--- src/rtl/catalina_pkg.sv ---
// Shared constants for the Catalina AD9361 bus emulator: phase encodings,
// per-mode frame patterns and deframer states.
package catalina_pkg;

    localparam int unsigned CNT_W_DEFAULT = 16;

    typedef enum logic [1:0] {
        PH_I0 = 2'd0,
        PH_Q0 = 2'd1,
        PH_I1 = 2'd2,
        PH_Q1 = 2'd3
    } phase_e;

    // Bit n is the frame level carried by the word in phase n.
    localparam logic [3:0] FRAME_PAT_SISO = 4'b0001;
    localparam logic [3:0] FRAME_PAT_MIMO = 4'b0011;

    typedef enum logic {
        DF_HUNT   = 1'b0,
        DF_LOCKED = 1'b1
    } dfr_state_e;

    function automatic logic frame_bit(input logic mimo, input phase_e ph);
        logic [3:0] pat;
        pat = mimo ? FRAME_PAT_MIMO : FRAME_PAT_SISO;
        return pat[ph];
    endfunction

    function automatic phase_e last_phase(input logic mimo);
        return mimo ? PH_Q1 : PH_Q0;
    endfunction

endpackage

--- src/rtl/catalina_deframer.sv ---
// Receive side: aligns on the frame edge of the FPGA TX port, checks the
// frame pattern every word and rebuilds complete I/Q sample sets.
module catalina_deframer
    import catalina_pkg::*;
#(
    parameter int unsigned WIDTH = 12,
    parameter int unsigned CNT_W = CNT_W_DEFAULT
) (
    input  logic             clk,
    input  logic             reset,
    input  logic             mode_i,
    input  logic             tx_frame_i,
    input  logic [WIDTH-1:0] tx_data_i,
    output logic [WIDTH-1:0] snk_i0_o,
    output logic [WIDTH-1:0] snk_q0_o,
    output logic [WIDTH-1:0] snk_i1_o,
    output logic [WIDTH-1:0] snk_q1_o,
    output logic             snk_valid_o,
    output logic             locked_o,
    output logic [CNT_W-1:0] frame_err_cnt_o
);

    dfr_state_e       state_q;
    phase_e           rphase_q;
    logic             prev_frame_q;
    logic             mode_seen_q;
    logic [WIDTH-1:0] cap_i0_q, cap_q0_q, cap_i1_q;
    logic [WIDTH-1:0] snk_i0_q, snk_q0_q, snk_i1_q, snk_q1_q;
    logic             valid_q;
    logic [CNT_W-1:0] err_q;

    logic exp_frame;
    logic final_word;

    assign exp_frame  = frame_bit(mode_i, rphase_q);
    assign final_word = (rphase_q == last_phase(mode_i));

    always_ff @(posedge clk) begin
        if (reset) begin
            state_q      <= DF_HUNT;
            rphase_q     <= PH_I0;
            prev_frame_q <= 1'b1;
            mode_seen_q  <= 1'b0;
            cap_i0_q     <= '0;
            cap_q0_q     <= '0;
            cap_i1_q     <= '0;
            snk_i0_q     <= '0;
            snk_q0_q     <= '0;
            snk_i1_q     <= '0;
            snk_q1_q     <= '0;
            valid_q      <= 1'b0;
            err_q        <= '0;
        end else begin
            prev_frame_q <= tx_frame_i;
            mode_seen_q  <= mode_i;
            valid_q      <= 1'b0;
            // A mode change re-hunts silently; it is not a framing error.
            if (mode_i != mode_seen_q) begin
                state_q <= DF_HUNT;
            end else if (state_q == DF_HUNT) begin
                if (tx_frame_i && !prev_frame_q) begin
                    state_q  <= DF_LOCKED;
                    cap_i0_q <= tx_data_i;
                    rphase_q <= PH_Q0;
                end
            end else if (tx_frame_i != exp_frame) begin
                state_q <= DF_HUNT;
                if (err_q != '1) err_q <= err_q + 1'b1;
            end else begin
                case (rphase_q)
                    PH_I0:   cap_i0_q <= tx_data_i;
                    PH_Q0:   cap_q0_q <= tx_data_i;
                    PH_I1:   cap_i1_q <= tx_data_i;
                    default: ;
                endcase
                if (final_word) begin
                    // SISO ends on Q0, so the live word doubles as Q1.
                    snk_i0_q <= cap_i0_q;
                    snk_q0_q <= mode_i ? cap_q0_q : tx_data_i;
                    snk_i1_q <= mode_i ? cap_i1_q : cap_i0_q;
                    snk_q1_q <= tx_data_i;
                    valid_q  <= 1'b1;
                    rphase_q <= PH_I0;
                end else begin
                    rphase_q <= phase_e'(rphase_q + 2'd1);
                end
            end
        end
    end

    assign snk_i0_o        = snk_i0_q;
    assign snk_q0_o        = snk_q0_q;
    assign snk_i1_o        = snk_i1_q;
    assign snk_q1_o        = snk_q1_q;
    assign snk_valid_o     = valid_q;
    assign locked_o        = (state_q == DF_LOCKED);
    assign frame_err_cnt_o = err_q;

endmodule

--- src/rtl/catalina_emu.sv ---
// AD9361 data-port emulator: serializes source sample sets onto the RX bus
// and hands the TX bus to the deframer.
module catalina_emu
    import catalina_pkg::*;
#(
    parameter int unsigned WIDTH = 12,
    parameter int unsigned CNT_W = CNT_W_DEFAULT
) (
    input  logic             clk,
    input  logic             reset,
    input  logic             mimo,
    input  logic [WIDTH-1:0] src_i0,
    input  logic [WIDTH-1:0] src_q0,
    input  logic [WIDTH-1:0] src_i1,
    input  logic [WIDTH-1:0] src_q1,
    input  logic             src_valid,
    output logic             src_ready,
    output logic             rx_frame,
    output logic [WIDTH-1:0] rx_data,
    input  logic             tx_frame,
    input  logic [WIDTH-1:0] tx_data,
    output logic [WIDTH-1:0] snk_i0,
    output logic [WIDTH-1:0] snk_q0,
    output logic [WIDTH-1:0] snk_i1,
    output logic [WIDTH-1:0] snk_q1,
    output logic             snk_valid,
    output logic             locked,
    output logic [CNT_W-1:0] frame_err_cnt,
    output logic [CNT_W-1:0] underrun_cnt
);

    phase_e           phase_q, phase_d;
    logic             mode_q;
    logic [WIDTH-1:0] hold_q0_q, hold_i1_q, hold_q1_q;
    logic             rx_frame_q, rx_frame_d;
    logic [WIDTH-1:0] rx_data_q, rx_data_d;
    logic [CNT_W-1:0] und_q;
    logic             last;

    assign last = (phase_q == last_phase(mode_q));

    // I0 of a newly accepted set goes straight to the bus; the rest is held.
    always_comb begin
        phase_d    = last ? PH_I0 : phase_e'(phase_q + 2'd1);
        rx_frame_d = frame_bit(last ? mimo : mode_q, phase_d);
        rx_data_d  = '0;
        if (last) begin
            if (src_valid) rx_data_d = src_i0;
        end else begin
            case (phase_d)
                PH_Q0:   rx_data_d = hold_q0_q;
                PH_I1:   rx_data_d = hold_i1_q;
                PH_Q1:   rx_data_d = hold_q1_q;
                default: rx_data_d = '0;
            endcase
        end
    end

    always_ff @(posedge clk) begin
        if (reset) begin
            phase_q    <= PH_Q0;
            mode_q     <= 1'b0;
            hold_q0_q  <= '0;
            hold_i1_q  <= '0;
            hold_q1_q  <= '0;
            rx_frame_q <= 1'b0;
            rx_data_q  <= '0;
            und_q      <= '0;
        end else begin
            phase_q    <= phase_d;
            rx_frame_q <= rx_frame_d;
            rx_data_q  <= rx_data_d;
            if (last) begin
                mode_q <= mimo;
                if (src_valid) begin
                    hold_q0_q <= src_q0;
                    hold_i1_q <= src_i1;
                    hold_q1_q <= src_q1;
                end else begin
                    hold_q0_q <= '0;
                    hold_i1_q <= '0;
                    hold_q1_q <= '0;
                    if (und_q != '1) und_q <= und_q + 1'b1;
                end
            end
        end
    end

    assign src_ready    = last;
    assign rx_frame     = rx_frame_q;
    assign rx_data      = rx_data_q;
    assign underrun_cnt = und_q;

    catalina_deframer #(
        .WIDTH(WIDTH),
        .CNT_W(CNT_W)
    ) u_deframer (
        .clk            (clk),
        .reset          (reset),
        .mode_i         (mode_q),
        .tx_frame_i     (tx_frame),
        .tx_data_i      (tx_data),
        .snk_i0_o       (snk_i0),
        .snk_q0_o       (snk_q0),
        .snk_i1_o       (snk_i1),
        .snk_q1_o       (snk_q1),
        .snk_valid_o    (snk_valid),
        .locked_o       (locked),
        .frame_err_cnt_o(frame_err_cnt)
    );

endmodule

--- config.mk ---
export PLATFORM = sky130hd
export DESIGN_NAME = catalina_emu
export DESIGN_NICKNAME = d
export VERILOG_FILES = /design/src/rtl/catalina_pkg.sv /design/src/rtl/catalina_deframer.sv /design/src/rtl/catalina_emu.sv
export SDC_FILE = /design/constraint.sdc
export NUM_CORES = 1
export LEC_CHECK = 0
export BUFFER_PORTS_ARGS = -buffer_cell sky130_fd_sc_hd__clkbuf_2
export CORE_MARGIN = 5
export CORE_UTILIZATION = 35
export DETAILED_ROUTE_END_ITERATION = 10
export PLACE_DENSITY_LB_ADDON = 0.3
export SLEW_MARGIN = 20
export SYNTH_ARGS = -nofsm -noshare
export SYNTH_HDL_FRONTEND = slang
export SYNTH_SLANG_ARGS = --single-unit
--- constraint.sdc ---
create_clock -name clk -period 2.3 [get_ports clk]
set_input_delay 0.575 -clock clk [delete_from_list [all_inputs] [get_ports clk]]
set_output_delay 0.575 -clock clk [all_outputs]
set_load 0.1 [all_outputs]
* Word-level counts from Yosys, hierarchy flattened *
Index checks and enable logic that the tools add are counted.

storage, ports and cells
  logic and storage cells = 86
  register bits = 174
  input bits = 65
  output and inout bits = 96

operators by class
  reductions and logical operators = 13
  mux-type cells = 29
  equal/unequal tests = 13
  $add $sub $neg = 4
  $lt $le $gt $ge = 2
  bitwise logic cells = 4

operator list
  cell                                                                   count
  12-bit two-way mux                                                     11
  12-bit case mux with 3 select lines                                    1
  16-bit by 1-bit adder with 16-bit output, second input constant        2
  16-bit inequality test, second input constant                          2
  4-bit AND reduction                                                    5
  2-bit two-way mux                                                      8
  1-bit two-way mux                                                      7
  2-bit equality test, second input constant                             3
  2-bit by 3-bit < comparator with 1-bit output, second input constant   2
  3-bit AND reduction                                                    2
  2-bit by 1-bit adder with 2-bit output, second input constant          2
  1-bit binary-select mux with 2-bit select                              2
  2-bit by 1-bit equality test with 1-bit output, second input constant  2
  2-bit equality test                                                    2
  2-bit inequality test, second input constant                           2
  1-bit NOT                                                              4
  4-bit OR reduction                                                     1
  2-bit zero test                                                        1
  1-bit inequality test                                                  2
  2-bit nonzero test                                                     1
  2-bit OR reduction                                                     1
  1-bit logical AND                                                      1
  1-bit zero test                                                        1

* Depth between registers and ports, before layout *
Gate-level depths: netlist of the first run.

  word-level depth = 6
  gate-level depth with buffers = 9
  mapped depth without buffers = 6

* Hierarchy *
From an unflattened synthesis of the first run, not the netlist that was laid out.

unflattened totals
  cell total of the unflattened synthesis = 889
  area, all modules = 7667.4 um2

by module, submodules not included
  module             times used  sequential area each (um2)  area each (um2)  cells each
  catalina_deframer  1           2122.0                      4748.3           538
  catalina_emu       1           1361.3                      2919.0           351

* Worst setup path after synthesis of the first run *
Ideal clock, no wire load.

  path type = register to register
  start = reg u_deframer.state_q (netlist: u_deframer.locked_o)
  end = reg u_deframer.err_q[11] (netlist: u_deframer.frame_err_cnt_o[11])
  buffers on the path = 3
  data required time = 2.230 ns
  stages on the path, launching flop included = 9
  setup slack = -0.450 ns
  clock period less this slack = 2.750 ns
  setup time = 0.070 ns
  arrival = 2.680 ns
  cell sequence = dfxtp_1 > clkbuf_1 > nand3_1 > or2_2 > clkbuf_1 > a211o_1 > buf_6 > or4_1 > a21oi_1

on the way
  cells in the longest elaborated chain, start to end = 1

ends and longest elaborated chain
  what                                  line                     source
  start: declaration                    catalina_deframer.sv:23  dfr_state_e state_q;
  start signal: assignment              catalina_deframer.sv:40  state_q <= DF_HUNT;
  start signal: assignment              catalina_deframer.sv:59  state_q <= DF_HUNT;
  start signal: assignment              catalina_deframer.sv:62  state_q <= DF_LOCKED;
  4-bit AND reduction (no source line)  n/a
  end signal: assignment                catalina_deframer.sv:68  if (err_q != '1) err_q <= err_q + 1'b1;
  end: declaration                      catalina_deframer.sv:30  logic [CNT_W-1:0] err_q;

No other way between the ends.
A chain may end at the register's enable or synchronous reset.

* Worst setup path after layout of the first run *
  start = reg u_deframer.rphase_q[1]
  end = reg u_deframer.err_q[15] (netlist: u_deframer.frame_err_cnt_o[15])

on the way
  cells in the longest elaborated chain, start to end = 4

ends and longest elaborated chain
  what                                       line                     source
  start: declaration                         catalina_deframer.sv:24  phase_e rphase_q;
  start signal: assignment                   catalina_deframer.sv:85  rphase_q <= phase_e'(rphase_q + 2'd1);
  1-bit binary-select mux with 2-bit select  catalina_pkg.sv:26       return pat[ph];
  1-bit two-way mux (not written as such)    catalina_pkg.sv:26
  1-bit inequality test                      catalina_deframer.sv:66  end else if (tx_frame_i != exp_frame) begin
  4-bit AND reduction (no source line)       n/a

No other way between the ends. The select of a mux whose other input is x is not followed.

==> summary.txt, run 1 <==
setup bufs post-CTS: 0
Post-Route Utilization: 0.4455
final slew viol count: 0
HPWL Detailed: 12720 um
Die ar.: 0.02362 mm^2
Ys Warns: 0
drt via density: 4.976
Power per Cell Area: 760.7 mW/mm^2
CTS Buf Count: 17
final global-route overflow total: 0
Peak supply drop: 0.4395 mV
final wirelength: 18680 um
CP Class: flop to flop
Yosys reg bits: 174
most common cell after layout, fill and taps aside: dfxtp_1
Worst slew margin: 0.3832
Critical Path Start Type: flop
synthesis-to-finish area growth: 25.12%
Die Y: 153.7 um
WL/cell: 15.04 um
RSZ-0062 raised after global routing: no
post-synthesis sequential area ratio: 0.4820
CTS max path bufs: 2
CTS Root Cell: clkbuf_16
setup TNS: 0 ns
Die W: 153.7 um
Clock Sinks: 174
Crit Path Max Fanout: 10
Worst-path clk slew: 0.07 ns
Worst Hold Class: primary input to flop
first-pass GRT wire length: 30660 um
fill cell count: 2034
initial DRC count: 364
crit share post-route: 0.9553
CTS tree: built
Post-synth top flop: dfxtp_1
total global-route track usage: 0.1568
via count: 6180
dominant cell type by area after synthesis: dfxtp_1
number of setup violations in the final report: 0
maxcap violations: 0
fin nets: 1029
drt drc: 0
synthesized cell area: 0.007227 mm^2
fmax: 0.4551 GHz
Leakage Power: 0.003653 uW
Worst-Margin Slew: 0.9251 ns
number of global-route vias before repair: 5774
final hold viol count: 0
asr flop ratio synth: 0
Yosys cell types: 51
crit path capture type: flop
Synth area leaders: dfxtp_1, mux2i_1, a21oi_1, nand2_1, nor2_1
most frequent cells in the layout: dfxtp_1, clkbuf_2, nand2_1
Synth Net Count: 889
post-synth top area share: 0.4820
clock skew: 0.008765 ns
Mapped Cells: 819
CTS H-tree depth: 4
Syn Area/Cell: 8.824 um^2
fraction of layout cells with a size suffix above 1: 0.2778
Post-synth EDFFs: 0
ANT cells: 0
largest net degree at the start of global routing: 83
initial antenna violation count: 0
Routed Antenna Nets: 0
Clock Latency Late Sink: 0.43 ns
Core Box Area: 0.02030 mm^2
io pins: 161
row count: 52
Port Buffers: 160
Crit path arrival time: 2.56 ns
Critical Path RT: 2.66 ns
final critical-path required period: 2.197 ns
Initial Utilization: 0.3560
run status: finished clean
GPL Wtd Cong: 0.7977
Pre-Repair DR Iteration Count: 6
## metal layers
metal | global-route usage | share of wire | vias up
met5 | 0 | 0 | -
li1 | - | - | 3181
met3 | 0.04890 | 0.060 | 11
met1 | 0.2119 | 0.48 | 2851
met4 | 0.04121 | 0.0060 | 0
met2 | 0.2442 | 0.45 | 137
## worst max-delay path, cell delays in order, from the launching register on
cell and delay [ns]:
dfxtp_1 0.35, or3_4 0.39, a2111o_1 0.43, a211o_2 0.41
or4_1 0.42, a21oi_1 0.14
## repair_timing
action / in CTS / in global routing
hold buffers: 0 / 0
resized for setup: 0 / 2
endpoints found under the setup margin: 0 / 2
## cells in the mapped netlist, drive strengths merged (5+ instances only)
| master | number |
|---|---|
| inv | 12 |
| mux2i | 49 |
| o31ai | 8 |
| a21oi | 84 |
| nand4 | 7 |
| xnor2 | 11 |
| clkbuf | 50 |
| nor3 | 7 |
| and3 | 8 |
| nor2 | 88 |
| xor2 | 9 |
| or4 | 5 |
| ha | 5 |
| dfxtp | 174 |
| mux2 | 13 |
| nand2 | 104 |
| a21bo | 12 |
| a211oi | 28 |
| a222oi | 12 |
| o21ai | 6 |
| buf | 14 |
| nand3 | 61 |
| nor4 | 8 |
## final cells by class
type | instances | area, um^2 | area share
clock buffer | 17 | 425.4 | 0.04705
clock inverter | 15 | 188.9 | 0.02089
inverter | 12 | 45.04 | 0.004981
multi-input combinational | 569 | 3472 | 0.3840
sequential | 174 | 3505 | 0.3876
tap | 270 | 337.8 | 0.03736
timing repair buffer | 185 | 1069 | 0.1182
## final timing paths
kind | startpoint | cells past startpoint | slack, ns | endpoint
worst min register to register | hold_q1_q[9] | 2 | 0.45 | hold_q1_q[9]
worst min-delay path | mimo | 3 | 0.39 | flop
worst max-delay path | u_deframer.rphase_q[1] | 5 | 0.10 | u_deframer.frame_err_cnt_o[15]
worst max register to register | u_deframer.rphase_q[1] | 5 | 0.10 | u_deframer.frame_err_cnt_o[15]
## state kept, by name (all words and copies together) (netlist names), 2 cells and up, named ones only
name	count
u_deframer.cap_i0_q	12
hold_i1_q	12
u_deframer.frame_err_cnt_o	16
rx_data	12
u_deframer.rphase_q	2
hold_q1_q	12
u_deframer.snk_q0_o	12
phase_q	2
hold_q0_q	12
u_deframer.cap_q0_q	12
u_deframer.snk_i0_o	12
u_deframer.snk_q1_o	12
underrun_cnt	16
u_deframer.snk_i1_o	12
u_deframer.cap_i1_q	12
## where the power goes
group | total, uW | internal (uW) | switching (uW)
registers | 3130 | 3080 | 48.1
clock network | 3030 | 1660 | 1360
logic | 720 | 222 | 498
total | 6880 | 4970 | 1910
## cell families (layout without fill, tap and decap cells)
logic type	after synthesis	after routing	synth area share
AND/OR/NAND/NOR	311	311	0.1958
flip-flops	174	174	0.4820
AO/OA/AOI/OAI	171	171	0.1581
buffers and inverters	76	229	0.04311
multiplexers	62	62	0.08812
XOR/XNOR	20	20	0.02424
adder cells (fa/ha/maj)	5	5	0.008657
## per-stage QoR
stage | cell area, um^2 | std cells | hold slack [ns] | power [uW] | setup slack (ns)
6_report | 9042 | 1242 | 0.3916 | 6879 | 0.1028
3_5_place_dp | 8419 | 1210 | 0.4412 | 3923 | -0.1601
2_1_floorplan | 7263 | 819 | 0.4265 | 3697 | -0.02554
5_1_grt | 9042 | 1242 | 0.3717 | 7188 | 0.01032
4_1_cts | 9034 | 1242 | 0.3677 | 6980 | 0.04735
3_3_place_gp | 8419 | 1210 | 0.4352 | 3923 | -0.1453
Power figures use the tool's default switching activity.
==> inputs of run 2 (changes only) <==
--- a/config.mk
+++ b/config.mk
@@ -9,7 +9,7 @@
 export CORE_MARGIN = 5
 export CORE_UTILIZATION = 35
 export DETAILED_ROUTE_END_ITERATION = 10
-export PLACE_DENSITY_LB_ADDON = 0.3
+export PLACE_DENSITY_LB_ADDON = 0.1
 export SLEW_MARGIN = 20
 export SYNTH_ARGS = -nofsm -noshare
 export SYNTH_HDL_FRONTEND = slang
==> run 2 against run 1 <==
Register-to-register slack worse by 0.02 ns. Global-route usage increased by 0.36 points. Critical path depth is the same. Highest routed layer unchanged.
==> summary.txt, run 2 (same netlist as run 1, synthesis figures left out) <==
RSZ-0062 raised after global routing: no
setup TNS: 0 ns (unchanged)
run status: finished clean
final critical-path required period: 2.222 ns (+0.02466 ns)
number of setup violations in the final report: 0 (unchanged)
Critical Path Start Type: flop
final global-route overflow total: 0 (unchanged)
Setup crit start: u_deframer.rphase_q[0]
CTS Root Cell: clkbuf_16
fmax: 0.4501 GHz (-1.1%)
Worst Reg-to-Reg Cells: 5 (unchanged)
Die ar.: 0.02362 mm^2 (unchanged)
HPWL Detailed: 13070 um (+2.8%)
Leakage Power: 0.003652 uW (about the same)
Worst Hold Class: primary input to flop
initial antenna violation count: 0 (unchanged)
fraction of layout cells with a size suffix above 1: 0.2859 (+0.008083)
setup slack, reg-to-reg: 0.08 ns (-0.02 ns)
final slew viol count: 0 (unchanged)
Clock Sinks: 174 (unchanged)
total global-route track usage: 0.1604 (+0.003574)
register area: 0.003508 mm^2 (+0.11%)
Initial Utilization: 0.3560 (unchanged)
Worst slew margin: 0.5936 (+0.2104)
fin nets: 1033 (+0.39%)
CTS max path bufs: 2 (unchanged)
Clock Latency Late Sink: 0.42 ns (about the same)
Crit path arrival time: 2.57 ns (about the same)
first-pass GRT wire length: 31530 um (+2.8%)
Critical Path RT: 2.65 ns (about the same)
Placed Instances: 1213 (+0.25%)
Port Buffers: 160 (unchanged)
Die Y: 153.7 um (unchanged)
CTS H-tree depth: 4 (unchanged)
initial DRC count: 313 (-14%)
drt drc: 0 (unchanged)
row count: 52 (unchanged)
setup bufs post-CTS: 0 (unchanged)
CTS tree: built
footprint of the multi-input gates: 0.003497 mm^2 (+0.72%)
Crit-path slowest cell: a2111o_1
WP depth: 5 (unchanged)
R2R Path End: u_deframer.frame_err_cnt_o[11]
Pre-Repair DR Iteration Count: 7 (+1)
Crit path largest cell delay: 0.52 ns (+0.09 ns)
final wirelength: 19330 um (+3.5%)
crit path capture type: flop
CTS Buf Count: 17 (unchanged)
crit-path cells: or3_4 > a2111o_1 > a211o_4 > or4_4 > a21oi_2
GPL Wtd Cong: 0.7784 (-2.4%)
WL/cell: 15.52 um (+3.2%)
Worst-Margin Slew: 0.6040 ns (-0.3211 ns)
synthesis-to-finish area growth: 25.76%
Post-Layout Cell Count: 1246 (+0.32%)
ANT cells: 0 (unchanged)
Crit Path Max Fanout: 6 (-4)
drt via density: 5.018 (+0.86%)
most frequent cells in the layout: dfxtp_1, clkbuf_2, nand2_1
via count: 6253 (+1.2%)
reg2reg start: u_deframer.rphase_q[0]
Power per Cell Area: 731.6 mW/mm^2 (-3.8%)
io pins: 161 (unchanged)
Setup crit end: u_deframer.frame_err_cnt_o[11]
fill cell count: 2086 (+2.6%)
Core Box Area: 0.02030 mm^2 (unchanged)
Routed Antenna Nets: 0 (unchanged)
maxcap violations: 0 (unchanged)
clock skew: 0.007528 ns (-0.001236 ns)
CP delay by family, top: compound AO/OA/AOI/OAI gates
largest net degree at the start of global routing: 90 (+8.4%)
Bufs and invs on worst path: 0 (unchanged)
final hold viol count: 0 (unchanged)
crit share post-route: 0.9660 (+0.01072)
Worst-path clk slew: 0.07 ns (about the same)
number of global-route vias before repair: 5843 (+1.2%)
hold path depth: 3 (unchanged)
Peak supply drop: 0.4624 mV (+5.2%)
Hold Buf Count CTS: 0 (unchanged)
Die W: 153.7 um (unchanged)
CP Class: flop to flop
[run 2: changes by cell type in the layout (fill, tap and decap cells not counted), moves of 2 or more]
| cell | delta |
|---|---|
| buf_12 | +2 |
| clkinv_8 | +3 |
| inv_8 | -4 |
| or4_1 | -2 |
| clkinv_4 | +2 |
| clkinvlp_4 | +2 |
| bufinv_16 | -2 |
| a21oi_2 | +2 |
| a21oi_1 | -2 |
| or4_4 | +2 |
[run 2: worst min-delay path, delay by kind of cell]
kind / cells / cell delay, ns
compound gates: 2 / 0.12
buf+inv: 1 / 0.08
[run 2: cell type report]
cell class	instances	share of cell area
Sequential cell	174	0.3860
Tap cell	270	0.03717
Clock inverter	15	0.01721
Clock buffer	17	0.04681
Multi-Input combinational cell	570	0.3848
Timing Repair Buffer	188	0.1228
Inverter	12	0.005231
[run 2: power by group]
| part | total [uW] | internal, uW | switching (uW) |
|---|---|---|---|
| logic | 730 | 228 | 502 |
| registers | 3130 | 3080 | 47.1 |
| clock network | 2790 | 1440 | 1350 |
[run 2: through the flow]
stage               power [uW]  worst slack [ns]    util  hold slack (ns)  instance area (um^2)
CTS                       6772           0.02816  0.4455           0.3718                  9042
finish                    6649           0.07814  0.4477           0.3884                  9089
floorplan                 3697          -0.02554       -           0.4265                  7263
global placement          3936           -0.1549  0.4167           0.4369                  8458
detailed placement        3934           -0.1690  0.4167           0.4396                  8458
global route              6959          0.005628  0.4477           0.3889                  9089
[run 2: routing by layer]
layer / share of wire / wire length (um) / vias to the layer above / track usage
met5: 0 / 0 / - / 0
met3: 0.053 / 1028 / 14 / 0.04328
met2: 0.44 / 8577 / 147 / 0.2394
met1: 0.49 / 9567 / 2903 / 0.2296
li1: - / - / 3189 / -
met4: 0.0082 / 159 / 0 / 0.04163
[run 2: how the worst min path moves through the flow]
stage / slack (ns) / to / start
6_report: 0.39 / flop / mimo
5_1_grt: 0.39 / flop / mimo
4_1_cts: 0.37 / flop / mimo
3_5_place_dp: 0.44 / hold_q1_q[5] / hold_q1_q[5]
3_3_place_gp: 0.44 / hold_q1_q[6] / hold_q1_q[6]
2_1_floorplan: 0.43 / phase_q[0] / phase_q[0]
[run 2: timing repair]
item                                    4_1_cts  5_1_grt
gates cloned                                  0        1
pin swaps                                     0        5
gates resized for setup                       1       10
endpoints found under the setup margin        1        3
